==> src/rtl/ram2_arbiter.sv <==
// RAM2 port arbiter: serves one IF or MEM access at a time (MEM has priority),
// drives registered addr/data/read toward RAM2 and returns the result with an ack pulse.
module ram2_arbiter #(
  parameter int DATA_W     = 16,
  parameter int CPU_ADDR_W = 16,
  parameter int RAM_ADDR_W = 18,
  parameter logic [RAM_ADDR_W-CPU_ADDR_W-1:0] PAGE = '0
) (
  input  logic                  clk,
  input  logic                  rst,
  input  logic                  if_req,
  input  logic [CPU_ADDR_W-1:0] if_addr,
  output logic [DATA_W-1:0]     if_rdata,
  output logic                  if_ack,
  input  logic                  mem_req,
  input  logic                  mem_we,
  input  logic [CPU_ADDR_W-1:0] mem_addr,
  input  logic [DATA_W-1:0]     mem_wdata,
  output logic [DATA_W-1:0]     mem_rdata,
  output logic                  mem_ack,
  output logic                  stall_o,
  output logic [RAM_ADDR_W-1:0] ram_addr,
  output logic [DATA_W-1:0]     ram_data,
  output logic                  ram_read,
  input  logic [DATA_W-1:0]     ram_res,
  output logic [1:0]            dbg_state_o
);

  localparam logic [1:0] S_IDLE = 2'd0;
  localparam logic [1:0] S_ACC  = 2'd1;
  localparam logic [1:0] S_DONE = 2'd2;

  // Handshake: a master holds req high until it sees its one-cycle ack; the ack
  // cycle is the last cycle req may be high for that access.
  logic [1:0]            state_q, state_d;
  logic                  gnt_if_q, gnt_if_d;
  logic                  gnt_mem_q, gnt_mem_d;
  logic [RAM_ADDR_W-1:0] ram_addr_q, ram_addr_d;
  logic [DATA_W-1:0]     ram_data_q, ram_data_d;
  logic                  ram_read_q, ram_read_d;
  logic                  if_ack_q, if_ack_d;
  logic                  mem_ack_q, mem_ack_d;
  logic [DATA_W-1:0]     if_rdata_q, if_rdata_d;
  logic [DATA_W-1:0]     mem_rdata_q, mem_rdata_d;

  always_comb begin
    state_d     = state_q;
    gnt_if_d    = gnt_if_q;
    gnt_mem_d   = gnt_mem_q;
    ram_addr_d  = ram_addr_q;
    ram_data_d  = ram_data_q;
    ram_read_d  = ram_read_q;
    if_ack_d    = 1'b0;
    mem_ack_d   = 1'b0;
    if_rdata_d  = if_rdata_q;
    mem_rdata_d = mem_rdata_q;
    case (state_q)
      S_IDLE: begin
        if (mem_req) begin
          gnt_mem_d  = 1'b1;
          ram_addr_d = {PAGE, mem_addr};
          ram_data_d = mem_wdata;
          ram_read_d = mem_we;
          state_d    = S_ACC;
        end else if (if_req) begin
          gnt_if_d   = 1'b1;
          ram_addr_d = {PAGE, if_addr};
          ram_read_d = 1'b0;
          state_d    = S_ACC;
        end
      end
      S_ACC: begin
        // ram_read low here means the access was a read (IF is always a read)
        if (!ram_read_q) begin
          if (gnt_mem_q) mem_rdata_d = ram_res;
          if (gnt_if_q)  if_rdata_d  = ram_res;
        end
        ram_read_d = 1'b0;
        mem_ack_d  = gnt_mem_q;
        if_ack_d   = gnt_if_q;
        state_d    = S_DONE;
      end
      S_DONE: begin
        gnt_if_d  = 1'b0;
        gnt_mem_d = 1'b0;
        state_d   = S_IDLE;
      end
      default: begin
        gnt_if_d   = 1'b0;
        gnt_mem_d  = 1'b0;
        ram_read_d = 1'b0;
        state_d    = S_IDLE;
      end
    endcase
  end

  always_ff @(posedge clk or posedge rst) begin
    if (rst) begin
      state_q     <= S_IDLE;
      gnt_if_q    <= 1'b0;
      gnt_mem_q   <= 1'b0;
      ram_addr_q  <= '0;
      ram_data_q  <= '0;
      ram_read_q  <= 1'b0;
      if_ack_q    <= 1'b0;
      mem_ack_q   <= 1'b0;
      if_rdata_q  <= '0;
      mem_rdata_q <= '0;
    end else begin
      state_q     <= state_d;
      gnt_if_q    <= gnt_if_d;
      gnt_mem_q   <= gnt_mem_d;
      ram_addr_q  <= ram_addr_d;
      ram_data_q  <= ram_data_d;
      ram_read_q  <= ram_read_d;
      if_ack_q    <= if_ack_d;
      mem_ack_q   <= mem_ack_d;
      if_rdata_q  <= if_rdata_d;
      mem_rdata_q <= mem_rdata_d;
    end
  end

  // ram_read comes straight from a flop so RAM2's WE never sees a glitch
  assign ram_read    = ram_read_q;
  assign ram_addr    = ram_addr_q;
  assign ram_data    = ram_data_q;
  assign if_ack      = if_ack_q;
  assign mem_ack     = mem_ack_q;
  assign if_rdata    = if_rdata_q;
  assign mem_rdata   = mem_rdata_q;
  assign stall_o     = (if_req & ~if_ack_q) | (mem_req & ~mem_ack_q);
  assign dbg_state_o = state_q;

endmodule

==> config.mk <==
export PLATFORM = sky130hd
export DESIGN_NAME = ram2_arbiter
export DESIGN_NICKNAME = d
export VERILOG_FILES = /design/src/rtl/ram2_arbiter.sv
export SDC_FILE = /design/constraint.sdc
export NUM_CORES = 1
export LEC_CHECK = 0
export CAP_MARGIN = 20
export CORE_MARGIN = 1.5
export CORE_UTILIZATION = 51
export CTS_CLUSTER_SIZE = 12
export DETAILED_ROUTE_END_ITERATION = 10
export DONT_BUFFER_PORTS = 1
export PLACE_DENSITY = 0.76
export SYNTH_ARGS = -nofsm -noshare
export SYNTH_HDL_FRONTEND = slang
export SYNTH_SLANG_ARGS = --single-unit
==> constraint.sdc <==
create_clock -name clk -period 3.5 [get_ports clk]
set_input_delay 0.525 -clock clk [delete_from_list [all_inputs] [get_ports clk]]
set_output_delay 0.525 -clock clk [all_outputs]
set_load 0.005 [all_outputs]
==> flow_metrics.py <==
metrics = {
    "run_status": {
        "outcome": "finished, final reports clean",
    },
    "floorplanning": {
        "initial_core_util_pct": 53.69,
        "die-area_mm2": 0.006337,
        "io_pins": 141,
        "num_rows": 27,
        "coreArea_mm2": 0.005574,
        "die_w_um": 79.61,
        "fp.dieH_um": 79.61,
    },
    "cells_and_area": {
        "mostFrequentLayoutCells": "dfrtp_1 (71), mux2_2 (60), mux2_4 (20)",
        "utilization_pct": 57.96,
        "diodes": 0,
        "layout_commonest_cell": "dfrtp_1",
        "drive_gt1_share_pct": 54.17,
        "nets": 256,
        "nFillCells": 460,
        "area_growth_pct": 7.943,
    },
    "routing": {
        "routed_via_density": 5.708,
        "antenna_left": 0,
        "drtIter0Drc": 37,
        "vias": 1507,
        "routedWlPerCell_um": 21.70,
        "drc_errors": 0,
        "wirelength_um": 5730,
        "firstDrtPassIters": 3,
    },
    "power_and_ir_drop": {
        "cellLeakagePower_nw": 1.418,
        "vdd.ir_drop.worst_v": 0.0004412,
        "power.density_mw_per_mm2": 954.7,
    },
    "sta": {
        "tightest_slew_ns": 0.9639,
        "setup_violations": 0,
        "rsz0062_at_grt": "false",
        "tns_ns": 0,
        "slew_headroom_pct": 35.74,
        "drv_slew": 0,
        "fin_crit_sh_pct": 60.25,
        "hold_viol_final": 0,
        "max_freq_ghz": 0.4742,
        "min_period_ns": 2.109,
        "layout_setup_ws_ns": 1.391,
        "skew_ns": 0.003604,
    },
    "global_routing": {
        "antenna_found_initial": 0,
        "grt_first_pass_wirelength_um": 8625,
        "globalRouteOverflowTotal": 0,
        "track_usage_pct": 18.16,
        "grt_pass1_vias": 1732,
        "grt_max_degree": 57,
    },
    "cts": {
        "clock_path_buffers": 2,
        "cts.sinks": 71,
        "hold_buffers": 0,
        "htreeDepth": 3,
        "cts_resized": 0,
        "cts_setup_buffers": 0,
        "path_clk_slew_ns": 0.07,
        "numCtsBuffers": 9,
        "worstSkewPairLatency_ns": 0.33,
        "root_buffer": "clkbuf_8",
        "cts_tree": "yes",
    },
    "worst_setup_path": {
        "critPathArrivalTime_ns": 2.32,
        "worstSetupStartpointType": "flip-flop",
        "r2r_slack_ns": 1.39,
        "r2r_start": "dbg_state_o[0]",
        "r2r_end": "if_rdata[12]",
        "end_kind": "flip-flop",
        "path_max_fanout": 16,
        "critPathKind": "flip-flop to flip-flop",
        "reg2reg_depth": 3,
        "worstPathRequired_ns": 3.71,
    },
    "placed_design": {
        "finalWeightedCongestion": 0.7592,
        "place_ws_ns": 1.355,
        "dp.final_hpwl_um": 4157,
        "io_buffers": 0,
    },
    "logic_synthesis": {
        "synthCells": 182,
        "syn_area_mm2": 0.002993,
        "ys_warn_count": 0,
        "ys.flop_type": "dfrtp_1",
        "synth.yosys.seq_area_share_pct": 59.36,
        "synth.avg_cell_area_um2": 16.44,
        "synth-edff-count": 0,
        "synth.distinct_cells": 20,
        "synth-seq-cells": 71,
        "ys_async_sr_fraction_pct": 100.0,
    },
    "hold_path": {
        "worstHoldPathType": "primary input to async pin",
    },
    "run": {
        "drv_cap": 0,
    },
}
## synthesized netlist by cell type (2+ instances only)
library cell	number	area (um^2)
dfrtp_1	71	1777
mux2_2	60	675.7
mux2_4	20	300.3
buf_4	5	37.54
inv_1	4	15.01
nor2_1	3	11.26
a21oi_1	2	10.01
and2_2	2	15.01
and3b_1	2	17.52
buf_12	2	40.04
buf_6	2	22.52
## worst max-delay path, cell delays in order, from the launching register on
cell	delay (ns)
dfrtp_1	0.51
nor2b_4	0.24
and3b_1	0.81
mux2_2	0.43
## metal layers
| layer | wire [um] | part of all wire [%] | vias to the layer above | global-route usage [%] |
|---|---|---|---|---|
| met4 | 126 | 2.2 | 0 | 8.947 |
| li1 | - | - | 640 | - |
| met1 | 1982 | 35 | 756 | 18.90 |
| met3 | 704 | 12 | 14 | 8.800 |
| met5 | 0 | 0 | - | 0 |
| met2 | 2918 | 51 | 97 | 30.42 |
## kinds of logic (layout without fill, tap and decap cells)
| family | after synthesis | in the layout | share of synthesized area [%] |
|---|---|---|---|
| mux | 80 | 80 | 32.61 |
| flops | 71 | 71 | 59.36 |
| other cells | 1 | 2 | 0.1253 |
| compound gates | 5 | 5 | 0.9616 |
| simple gates | 11 | 11 | 2.968 |
| buf+inv | 14 | 23 | 3.971 |
## worst max-delay path by stage
stage	startpoint	to	slack, ns
2_1_floorplan	rst	dbg_state_o[0]	1.18
3_3_place_gp	dbg_state_o[0]	if_rdata[13]	1.48
3_5_place_dp	dbg_state_o[0]	if_rdata[11]	1.35
4_1_cts	dbg_state_o[0]	if_rdata[12]	1.35
5_1_grt	dbg_state_o[0]	if_rdata[9]	1.25
6_report	dbg_state_o[0]	if_rdata[12]	1.39
## state kept, by name (all words and copies together), names as in the netlist
register / count
mem_ack: 1
mem_rdata: 16
gnt_if_q: 1
dbg_state_o: 2
ram_data: 16
gnt_mem_q: 1
if_rdata: 16
if_ack: 1
ram_addr: 16
ram_read: 1
## power by group
| part | total, mW | leakage [nW] | internal, mW | switching [mW] |
|---|---|---|---|---|
| Clock | 0.660 | 0.109 | 0.386 | 0.274 |
| Combinational | 0.816 | 0.465 | 0.542 | 0.274 |
| Sequential | 1.61 | 0.844 | 1.24 | 0.368 |
| Total | 3.08 | 1.42 | 2.17 | 0.916 |
## cell type report
class | count | area, um^2 | share of cell area, %
clock inverter | 3 | 40.04 | 1.239
sequential | 71 | 1777 | 55.00
tap | 72 | 90.09 | 2.789
timing repair buffer | 3 | 38.79 | 1.201
inverter | 4 | 15.01 | 0.4648
clock buffer | 13 | 168.9 | 5.229
multi-input combinational | 98 | 1101 | 34.08
## metrics by stage
step,instance area [um^2],cells,power (mW),hold slack [ns]
2_1_floorplan,2997,183,2.272,0.4592
4_1_cts,3199,262,3.109,0.3277
3_5_place_dp,2990,246,2.441,0.5171
3_3_place_gp,2990,246,2.363,0.4926
5_1_grt,3231,264,3.255,0.04820
6_report,3231,264,3.084,0.04595
Power figures use the tool's default switching activity.
